File: src/rtl/fsk_pkg.sv
`default_nettype none
// ============================================================================
// Module   : fsk_pkg
// Purpose  : Shared types and default constants for the FSK receive controller
// Revision : 1.0
// ============================================================================
package fsk_pkg;

  // Receive framing states
  typedef enum logic [1:0] {
    IDLE = 2'd0,
    HUNT = 2'd1,
    DATA = 2'd2,
    STOP = 2'd3
  } fsk_rx_state_t;

  localparam int FSK_SAMPLES_PER_BIT = 64;
  localparam int FSK_PEAK_THRESH     = 6;
  localparam int FSK_DATA_BITS       = 8;
  localparam int FSK_CNT_W           = 8;

endpackage
`default_nettype wire

File: src/rtl/fsk_rx_ctrl_if.sv
`default_nettype none
// ============================================================================
// Module   : fsk_rx_ctrl_if
// Purpose  : Byte valid/ready handshake between the FSK receiver and consumer
// Revision : 1.0
// ============================================================================
interface fsk_rx_ctrl_if
  import fsk_pkg::*;
#(
  parameter int DATA_BITS = FSK_DATA_BITS
);
  logic [DATA_BITS-1:0] rx_data;
  logic                 rx_valid;
  logic                 rx_ready;

  // Receiver side drives the byte, consumer side drives ready
  modport master (output rx_data, output rx_valid, input rx_ready);
  modport slave  (input rx_data, input rx_valid, output rx_ready);
endinterface
`default_nettype wire

File: src/rtl/fsk_bit_window.sv
`default_nettype none
// ============================================================================
// Module   : fsk_bit_window
// Purpose  : Fixed-length bit window; counts peak pulses (saturating) and
//            issues a mark/space decision in the final cycle of each window
// Revision : 1.0
// ============================================================================
module fsk_bit_window
  import fsk_pkg::*;
#(
  parameter int SAMPLES_PER_BIT = FSK_SAMPLES_PER_BIT,
  parameter int CNT_W           = FSK_CNT_W,
  parameter int PEAK_THRESH     = FSK_PEAK_THRESH
) (
  input  logic clk,
  input  logic rst,
  input  logic run,
  input  logic peak_pulse,
  output logic bit_valid,
  output logic bit_val
);

  localparam int               WIN_W    = $clog2(SAMPLES_PER_BIT);
  localparam logic [WIN_W-1:0] WIN_LAST = WIN_W'(SAMPLES_PER_BIT - 1);
  localparam logic [CNT_W-1:0] PK_MAX   = '1;
  localparam logic [CNT_W:0]   THRESH   = (CNT_W + 1)'(PEAK_THRESH);

  logic [WIN_W-1:0] win_cnt;
  logic [CNT_W-1:0] pk_cnt;
  logic [CNT_W-1:0] pk_inc;
  logic             win_end;

  // Count including this cycle's pulse so a pulse in the last cycle still
  // contributes to the decision taken in that same cycle
  always_comb begin
    pk_inc    = (peak_pulse && (pk_cnt != PK_MAX)) ? pk_cnt + CNT_W'(1) : pk_cnt;
    win_end   = run && (win_cnt == WIN_LAST);
    bit_valid = win_end;
    bit_val   = ({1'b0, pk_inc} >= THRESH);
  end

  // Window and peak counters; both restart at zero after the final cycle
  always_ff @(posedge clk) begin
    if (rst || !run) begin
      win_cnt <= '0;
      pk_cnt  <= '0;
    end else if (win_end) begin
      win_cnt <= '0;
      pk_cnt  <= '0;
    end else begin
      win_cnt <= win_cnt + WIN_W'(1);
      pk_cnt  <= pk_inc;
    end
  end

endmodule
`default_nettype wire

File: src/rtl/fsk_rx_ctrl.sv
`default_nettype none
// ============================================================================
// Module   : fsk_rx_ctrl
// Purpose  : FSK receive controller; frames window decisions into
//            start/data/stop characters and hands bytes downstream
// Revision : 1.0
// ============================================================================
module fsk_rx_ctrl
  import fsk_pkg::*;
#(
  parameter int SAMPLES_PER_BIT = FSK_SAMPLES_PER_BIT,
  parameter int CNT_W           = FSK_CNT_W,
  parameter int PEAK_THRESH     = FSK_PEAK_THRESH,
  parameter int DATA_BITS       = FSK_DATA_BITS
) (
  input  logic              clk,
  input  logic              rst,
  input  logic              en,
  input  logic              peak_pulse,
  fsk_rx_ctrl_if.master     rx,
  output logic              bit_out,
  output logic              busy,
  output logic              frame_err,
  output logic              overrun
);

  localparam int               IDX_W    = $clog2(DATA_BITS);
  localparam logic [IDX_W-1:0] IDX_LAST = IDX_W'(DATA_BITS - 1);

  fsk_rx_state_t        state_q, state_d;
  logic [IDX_W-1:0]     bit_idx_q, bit_idx_d;
  logic [DATA_BITS-1:0] shreg_q, shreg_d;
  logic [DATA_BITS-1:0] data_q, data_d;
  logic                 valid_q, valid_d;
  logic                 bit_out_q, bit_out_d;
  logic                 frame_err_q, frame_err_d;
  logic                 overrun_q, overrun_d;
  logic                 run, bit_valid, bit_val;

  // Windows only run while enabled and out of IDLE so they align to HUNT entry
  assign run = en && (state_q != IDLE);

  fsk_bit_window #(
    .SAMPLES_PER_BIT (SAMPLES_PER_BIT),
    .CNT_W           (CNT_W),
    .PEAK_THRESH     (PEAK_THRESH)
  ) u_window (
    .clk        (clk),
    .rst        (rst),
    .run        (run),
    .peak_pulse (peak_pulse),
    .bit_valid  (bit_valid),
    .bit_val    (bit_val)
  );

  // Next-state, shift register, handshake and pulse generation
  always_comb begin
    state_d     = state_q;
    bit_idx_d   = bit_idx_q;
    shreg_d     = shreg_q;
    data_d      = data_q;
    valid_d     = valid_q && !rx.rx_ready;
    bit_out_d   = bit_valid ? bit_val : bit_out_q;
    frame_err_d = 1'b0;
    overrun_d   = 1'b0;
    if (!en) begin
      state_d   = IDLE;
      bit_idx_d = '0;
    end else begin
      unique case (state_q)
        IDLE: state_d = HUNT;
        HUNT: begin
          if (bit_valid && !bit_val) begin
            state_d   = DATA;
            bit_idx_d = '0;
          end
        end
        DATA: begin
          if (bit_valid) begin
            shreg_d = {bit_val, shreg_q[DATA_BITS-1:1]};
            if (bit_idx_q == IDX_LAST) begin
              state_d   = STOP;
              bit_idx_d = '0;
            end else begin
              bit_idx_d = bit_idx_q + IDX_W'(1);
            end
          end
        end
        STOP: begin
          if (bit_valid) begin
            state_d = HUNT;
            if (!bit_val) begin
              frame_err_d = 1'b1;
            end else if (!valid_q || rx.rx_ready) begin
              data_d  = shreg_q;
              valid_d = 1'b1;
            end else begin
              overrun_d = 1'b1;
            end
          end
        end
        default: state_d = IDLE;
      endcase
    end
  end

  // State and output registers
  always_ff @(posedge clk) begin
    if (rst) begin
      state_q     <= IDLE;
      bit_idx_q   <= '0;
      shreg_q     <= '0;
      data_q      <= '0;
      valid_q     <= 1'b0;
      bit_out_q   <= 1'b1;
      frame_err_q <= 1'b0;
      overrun_q   <= 1'b0;
    end else begin
      state_q     <= state_d;
      bit_idx_q   <= bit_idx_d;
      shreg_q     <= shreg_d;
      data_q      <= data_d;
      valid_q     <= valid_d;
      bit_out_q   <= bit_out_d;
      frame_err_q <= frame_err_d;
      overrun_q   <= overrun_d;
    end
  end

  assign rx.rx_data  = data_q;
  assign rx.rx_valid = valid_q;
  assign bit_out     = bit_out_q;
  assign busy        = (state_q == DATA) || (state_q == STOP);
  assign frame_err   = frame_err_q;
  assign overrun     = overrun_q;

endmodule
`default_nettype wire

File: src/flat_wrapper.sv
// flat-port wrapper written by rule: the top's interface ports become plain ports
module fsk_rx_ctrl_flat import fsk_pkg::*;
#(
  parameter int SAMPLES_PER_BIT = FSK_SAMPLES_PER_BIT,
  parameter int CNT_W           = FSK_CNT_W,
  parameter int PEAK_THRESH     = FSK_PEAK_THRESH,
  parameter int DATA_BITS       = FSK_DATA_BITS
)
  (clk, rst, en, peak_pulse, bit_out, busy, frame_err, overrun, rx_rx_data, rx_rx_valid, rx_rx_ready);
  fsk_rx_ctrl_if #(.DATA_BITS(DATA_BITS)) rx_i ();
  input  logic clk;
  input  logic rst;
  input  logic en;
  input  logic peak_pulse;
  output logic bit_out;
  output logic busy;
  output logic frame_err;
  output logic overrun;
  output wire logic [$bits(rx_i.rx_data)-1:0] rx_rx_data;
  output wire logic [$bits(rx_i.rx_valid)-1:0] rx_rx_valid;
  input wire logic [$bits(rx_i.rx_ready)-1:0] rx_rx_ready;
  assign rx_rx_data = rx_i.rx_data;
  assign rx_rx_valid = rx_i.rx_valid;
  assign rx_i.rx_ready = rx_rx_ready;
  fsk_rx_ctrl #(.SAMPLES_PER_BIT(SAMPLES_PER_BIT), .CNT_W(CNT_W), .PEAK_THRESH(PEAK_THRESH), .DATA_BITS(DATA_BITS)) u_core (.clk(clk), .rst(rst), .en(en), .peak_pulse(peak_pulse), .rx(rx_i), .bit_out(bit_out), .busy(busy), .frame_err(frame_err), .overrun(overrun));
endmodule
File: config.mk
export PLATFORM = sky130hd
export DESIGN_NAME = fsk_rx_ctrl_flat
export DESIGN_NICKNAME = d
export VERILOG_FILES = /design/src/rtl/fsk_pkg.sv /design/src/rtl/fsk_rx_ctrl_if.sv /design/src/rtl/fsk_bit_window.sv /design/src/rtl/fsk_rx_ctrl.sv /design/src/flat_wrapper.sv
export SDC_FILE = /design/constraint.sdc
export NUM_CORES = 1
export LEC_CHECK = 0
export CAP_MARGIN = 15
export CORE_UTILIZATION = 45
export CTS_CLUSTER_SIZE = 25
export DETAILED_ROUTE_END_ITERATION = 10
export HOLD_SLACK_MARGIN = 0.08
export PLACE_DENSITY_LB_ADDON = 0.25
export SYNTH_ARGS = -nofsm -noshare
export SYNTH_HDL_FRONTEND = slang
export SYNTH_SLANG_ARGS = --single-unit
File: constraint.sdc
create_clock -name clk -period 1.8 [get_ports clk]
set_input_delay 0.36 -clock clk [delete_from_list [all_inputs] [get_ports clk]]
set_output_delay 0.36 -clock clk [all_outputs]
set_load 0.005 [all_outputs]
==> reports/qor.yml, run 1 <==
status: "finished with violations"
grt_max_degree: 28
setup_violations: 4
cp_max_fo: 7
areaGrowthSynthToFinish_pct: 36.8
wl_per_cell_um: 12.5
path_common_cell: "buf_6"
swShare_pct: 22.1
rsz0062_at_grt: "yes"
drc: 0
cp-end-kind: "flip-flop"
io-pin-count: 18
clockRootBuffer: "clkbuf_8"
fin_crit_ns: 1.82
arrival_ns: 2.00
cts_tree: "built"
crit_path_top_delay_cell: "dfxtp_2"
tns_ns: -0.0541
skew_ns: 0.00684
max_slew_margin_pct: 78.5
p_leak_uw: 0.00105
r2r.worst_path.cells: 7
grt_first_pass_wirelength_um: 7090
gp_congestion: 0.779
fmax_ghz: 0.549
holdBufCountCts: 0
yosys_most_used_dff: "dfxtp_1"
finalWorstSetupSlack_ns: -0.0203
powerDensity_nw_per_um2: 568
antenna_found_initial: 0
p_total_uw: 1580
routed_wl_um: 4110
hp-class: "reg2reg"
gr-total-overflow: 0
hold_viol: 0
synth_edf_count: 0
grt_pass1_vias: 1595
cts_buffer_depth: 2
worstPathCellList: "buf_6 > and4_4 > mux2i_4 > a211oi_4 > buf_6 > a311o_1 > o211a_1"
first_pass_iters: 4
cp.required_ns: 1.98
worstMarginPinSlew_ns: 0.322
ant_nets: 0
switchingPower_uw: 350
placeableCoreArea_um2: 4350
max-cap-violations: 0
rows: 24
post-dp-hpwl_um: 2970
setup.worst_path.start: "u_core.u_window.pk_cnt[1]$_SDFF_PP0_"
pwr-share-clk_pct: 37.1
synth_top_area_cell: "dfxtp_1"
yosysMostFrequentCell: "dfxtp_1"
dp.cells: 315
n_antenna_cell: 0
drive_gt1_share_pct: 29.0
critical_path_cell_count: 7
worst-setup-path-type: "reg2reg"
die-area_um2: 4800
synth_area_leaders: "dfxtp_1, mux2i_1, nand2b_1, ha_1, nor2_1"
layoutNonFillerInstCount: 328
syn-num-nets: 234
grt_usage_pct: 18.4
timing.final.crit_share_pct: 101
layout.nets: 290
vias: 1692
yosysWarnings: 0
combPwrFrac_pct: 7.9
reg2reg_slack_ns: -0.02
numCtsBuffers: 5
r2r_end: "u_core.state_q[0]$_SDFFE_PP0P_"
insertion_delay_ns: 0.29
crit_family: "compound AO/OA/AOI/OAI gates"
fp.dieH_um: 69.3
fill_cells: 366
dpl_worst_slack_ns: -0.458
start_kind: "flip-flop"
worstSetupEndpoint: "u_core.state_q[0]$_SDFFE_PP0P_"
initial_utilization_pct: 46.8
peakVddDrop_mv: 0.558
p_int_uw: 1230
ys_seq_elements: 39
clk_pin_slew_ns: 0.07
max_stage_delay_ns: 0.36
synth_top_cell_area_share_pct: 38.3
die_w_um: 69.3
p_seq_share_pct: 55.0
synth_area_um2: 2040
cts.sinks: 39
syn_area_per_cell_um2: 9.26
drtIter0Drc: 68
async_flop_share_pct: 0
synth_cells: 220
vias_per_cell: 5.16
yosysSeqAreaShare_pct: 38.3
port_buffers: 17
synth.distinct_cells: 48
violations: "setup timing"
reg2reg_from: "u_core.u_window.pk_cnt[1]$_SDFF_PP0_"
cts.htree.levels: 2
slew_violations: 0
cp.buffers_inverters: 2
synth_common_cells: "dfxtp_1, mux2i_1, nor2_1, nand2b_1, nand2_1"
==> area by class of cell <==
| cell class | instances | area (µm²) | share of cell area, % |
|---|---|---|---|
| clock buffers | 6 | 82.6 | 2.96 |
| clock inverters | 1 | 5.00 | 0.179 |
| inverters | 6 | 22.5 | 0.808 |
| multi-input cells | 166 | 1300 | 46.6 |
| flip-flops and latches | 39 | 788 | 28.3 |
| well taps | 52 | 65.1 | 2.33 |
| repair buffers | 58 | 527 | 18.9 |
==> cell families after synthesis <==
group	share of synthesized area, %
mux	10.3
flops	38.3
compound gates	13.8
buf+inv	3.62
fa+ha+maj	5.52
xor+xnor	2.15
simple gates	26.3
==> timing repair <==
item                                    4_1_cts  5_1_grt
endpoints found under the setup margin       26       26
resized for setup                            20       14
pin swaps                                    10        9
buffers inserted                              4        6
==> layer usage <==
| layer | global-route usage, % | vias up | part of all wire, % |
|---|---|---|---|
| met5 | 0 | - | 0 |
| met4 | 6.58 | 0 | 0.56 |
| met3 | 3.92 | 2 | 2.7 |
| met2 | 30.0 | 20 | 47 |
| met1 | 23.8 | 784 | 50 |
| li1 | - | 886 | - |
==> sequential cells by signal, indices dropped and copies added, names as in the netlist <==
register / count
u_core.bit_idx_q: 3
u_core.bit_out: 1
u_core.frame_err: 1
u_core.overrun: 1
u_core.rx.rx_data: 8
u_core.rx.rx_valid: 1
u_core.shreg_q: 8
u_core.state_q: 2
u_core.u_window.pk_cnt: 8
u_core.u_window.win_cnt: 6
==> how the worst min path moves through the flow <==
stage	from	end	slack (ns)	cells past startpoint
after global placement	u_core.u_window.win_cnt[0]$_SDFF_PP0_	u_core.u_window.win_cnt[0]$_SDFF_PP0_	0.43	1
final	u_core.u_window.win_cnt[0]$_SDFF_PP0_	u_core.u_window.win_cnt[0]$_SDFF_PP0_	0.44	1
after global routing	u_core.u_window.win_cnt[0]$_SDFF_PP0_	u_core.u_window.win_cnt[0]$_SDFF_PP0_	0.46	1
after CTS	u_core.rx.rx_data[7]$_SDFFE_PP0P_	u_core.rx.rx_data[7]$_SDFFE_PP0P_	0.48	2
after floorplan	u_core.u_window.win_cnt[0]$_SDFF_PP0_	u_core.u_window.win_cnt[0]$_SDFF_PP0_	0.42	1
after detailed placement	u_core.u_window.win_cnt[0]$_SDFF_PP0_	u_core.u_window.win_cnt[0]$_SDFF_PP0_	0.44	1
==> cell usage in the layout, fill, tap and decap left out, types with 6 or more instances in the layout <==
cell type / instances
nand4_1: 6
clkdlybuf4s50_1: 14
nand2b_1: 20
nand2_1: 13
nor2b_1: 6
buf_4: 33
clkbuf_8: 6
nand3_1: 8
buf_6: 6
mux2i_1: 20
nor2_1: 21
dfxtp_1: 33
dfxtp_2: 6
==> power by group through the flow <==
stage	Clock, µW	Sequential [µW]	Combinational (µW)
5_1_grt	638	873	137
6_report	588	872	125
4_1_cts	604	872	119
3_3_place_gp	0	890	116
2_1_floorplan	0	891	66.3
3_5_place_dp	0	891	116
==> metrics by stage <==
stage,hold WS (ns),utilization (%),instance area [µm²]
floorplan,0.418,-,2060
global placement,0.432,58.1,2530
detailed placement,0.438,58.1,2530
CTS,0.477,62.8,2730
global route,0.462,64.1,2790
finish,0.441,64.1,2790
Note: power is estimated with default switching activity, not from simulation.
==> run 2: changes to the inputs <==
Settings changed: GPL_TIMING_DRIVEN from default to 0.
==> reports/qor.yml, run 2 (synthesized netlist as in run 1, its figures left out) <==
ant_nets: 0
finalWorstSetupSlack_ns: -0.00819
swShare_pct: 23.9
reg2reg_slack_ns: -0.008
port_buffers: 17
clk_pin_slew_ns: 0.07
final_common_cell: "dfxtp_1"
tns_ns: -0.00971
p_seq_share_pct: 55.8
cts.sinks: 39
cp_max_fo: 8
first_pass_iters: 4
gp_congestion: 0.793
gr-total-overflow: 0
hp-class: "reg2reg"
setup_violations: 2
cts_tree: "built"
path_common_cell: "buf_12"
clockRootBuffer: "clkbuf_8"
numCtsBuffers: 5
powerDensity_nw_per_um2: 594
r2r.worst_path.cells: 9
p_total_uw: 1560
rsz0062_at_grt: "yes"
holdBufCountCts: 0
insertion_delay_ns: 0.29
grt_usage_pct: 18.0
io-pin-count: 18
p_int_uw: 1190
cts_buffer_depth: 2
switchingPower_uw: 373
antenna_found_initial: 0
hold_viol: 0
die_w_um: 69.3
layout.nets: 270
drc: 0
drtIter0Drc: 69
peakVddDrop_mv: 0.486
skew_ns: 0.00520
combPwrFrac_pct: 7.1
wl_per_cell_um: 13.7
hp-start: "u_core.u_window.win_cnt[0]$_SDFF_PP0_"
drive_gt1_share_pct: 23.0
initial_utilization_pct: 46.8
grt_first_pass_wirelength_um: 6980
vias_per_cell: 5.42
crit_path_top_delay_cell: "dfxtp_2"
p_leak_uw: 0.000961
fin_crit_ns: 1.81
placeableCoreArea_um2: 4350
timing.final.crit_share_pct: 100
grt_max_degree: 13
fp.dieH_um: 69.3
status: "finished with violations"
dp.cells: 289
worstMarginPinSlew_ns: 0.455
final_cell_mix: "dfxtp_1, nor2_1, nand2b_1, mux2i_1"
die-area_um2: 4800
max-cap-violations: 0
cp.required_ns: 2.01
post-dp-hpwl_um: 2670
hold_depth: 1
arrival_ns: 2.02
crit_family: "buffers and inverters"
vias: 1675
cp-end-kind: "flip-flop"
pwr-share-clk_pct: 37.1
start_kind: "flip-flop"
layoutNonFillerInstCount: 309
n_antenna_cell: 0
fmax_ghz: 0.553
cp.buffers_inverters: 4
rows: 24
areaGrowthSynthToFinish_pct: 29.0
slew_violations: 0
reg2reg_from: "u_core.u_window.pk_cnt[2]$_SDFF_PP0_"
worstPathCellList: "buf_6 > buf_4 > xnor2_1 > o22ai_2 > a211oi_4 > buf_12 > a21oi_4 > buf_12 > mux2i_1"
max_stage_delay_ns: 0.32
worst-setup-path-type: "reg2reg"
cts.htree.levels: 2
routed_wl_um: 4230
violations: "setup timing"
r2r_end: "u_core.rx.rx_data[6]$_SDFFE_PP0P_"
grt_pass1_vias: 1529
max_slew_margin_pct: 69.7
min_to: "u_core.u_window.win_cnt[0]$_SDFF_PP0_"
==> run 2: through the flow <==
step / util (%) / hold WS (ns) / instance area (µm²) / setup slack (ns)
after floorplan: - / 0.418 / 2060 / -0.00633
after detailed placement: 52.8 / 0.437 / 2300 / -0.695
after global routing: 60.4 / 0.479 / 2630 / -0.0984
after CTS: 58.1 / 0.472 / 2530 / -0.0323
after global placement: 52.8 / 0.430 / 2300 / -0.677
final: 60.4 / 0.460 / 2630 / -0.00819
==> run 2: area by class of cell <==
cell class	count	area, µm²
repair buffers	32	317
fillers	360	1730
inverters	6	25.0
flip-flops and latches	39	798
clock buffers	6	72.6
clock inverters	2	12.5
multi-input cells	166	1300
well taps	52	65.1
plain buffers	6	38.8
==> run 2: worst max path at each step <==
stage	startpoint	slack (ns)	end	cells after the start
after floorplan	u_core.u_window.pk_cnt[0]$_SDFF_PP0_	-0.006	u_core.bit_out$_SDFFE_PP1P_	7
after global placement	peak_pulse	-0.68	u_core.rx.rx_data[0]$_SDFFE_PP0P_	7
after detailed placement	peak_pulse	-0.70	u_core.rx.rx_data[6]$_SDFFE_PP0P_	7
after CTS	u_core.u_window.pk_cnt[2]$_SDFF_PP0_	-0.03	u_core.rx.rx_data[6]$_SDFFE_PP0P_	8
after global routing	u_core.u_window.pk_cnt[2]$_SDFF_PP0_	-0.1	u_core.rx.rx_data[1]$_SDFFE_PP0P_	9
final	u_core.u_window.pk_cnt[2]$_SDFF_PP0_	-0.008	u_core.rx.rx_data[6]$_SDFFE_PP0P_	9
==> run 2: routing by layer <==
layer | global-route usage, % | share of wire, %
met4 | 6.12 | 1.2
met1 | 24.9 | 49
met2 | 27.6 | 46
met5 | 0 | 0
met3 | 3.92 | 3.5
==> run 2: power by group through the flow <==
stage / combinational, µW / clock (µW) / sequential, µW
3_5_place_dp: 96.8 / 0 / 892
2_1_floorplan: 66.3 / 0 / 891
3_3_place_gp: 96.5 / 0 / 892
4_1_cts: 103 / 595 / 872
6_report: 111 / 580 / 871
5_1_grt: 120 / 626 / 872
==> run 2: timing repair <==
item | CTS | global route
buffers inserted | 8 | 8
endpoints found under the setup margin | 36 | 24
pin swaps | 5 | 5
endpoints found under the hold margin | 0 | 0
resized for setup | 23 | 15
==> run 2: worst reg2reg max path, stage by stage, from the launching register on <==
cell and delay (ns):
dfxtp_2 0.32, buf_6 0.12, buf_4 0.14, xnor2_1 0.21, o22ai_2 0.16, a211oi_4 0.28, buf_12 0.16, a21oi_4 0.06
buf_12 0.14, mux2i_1 0.16
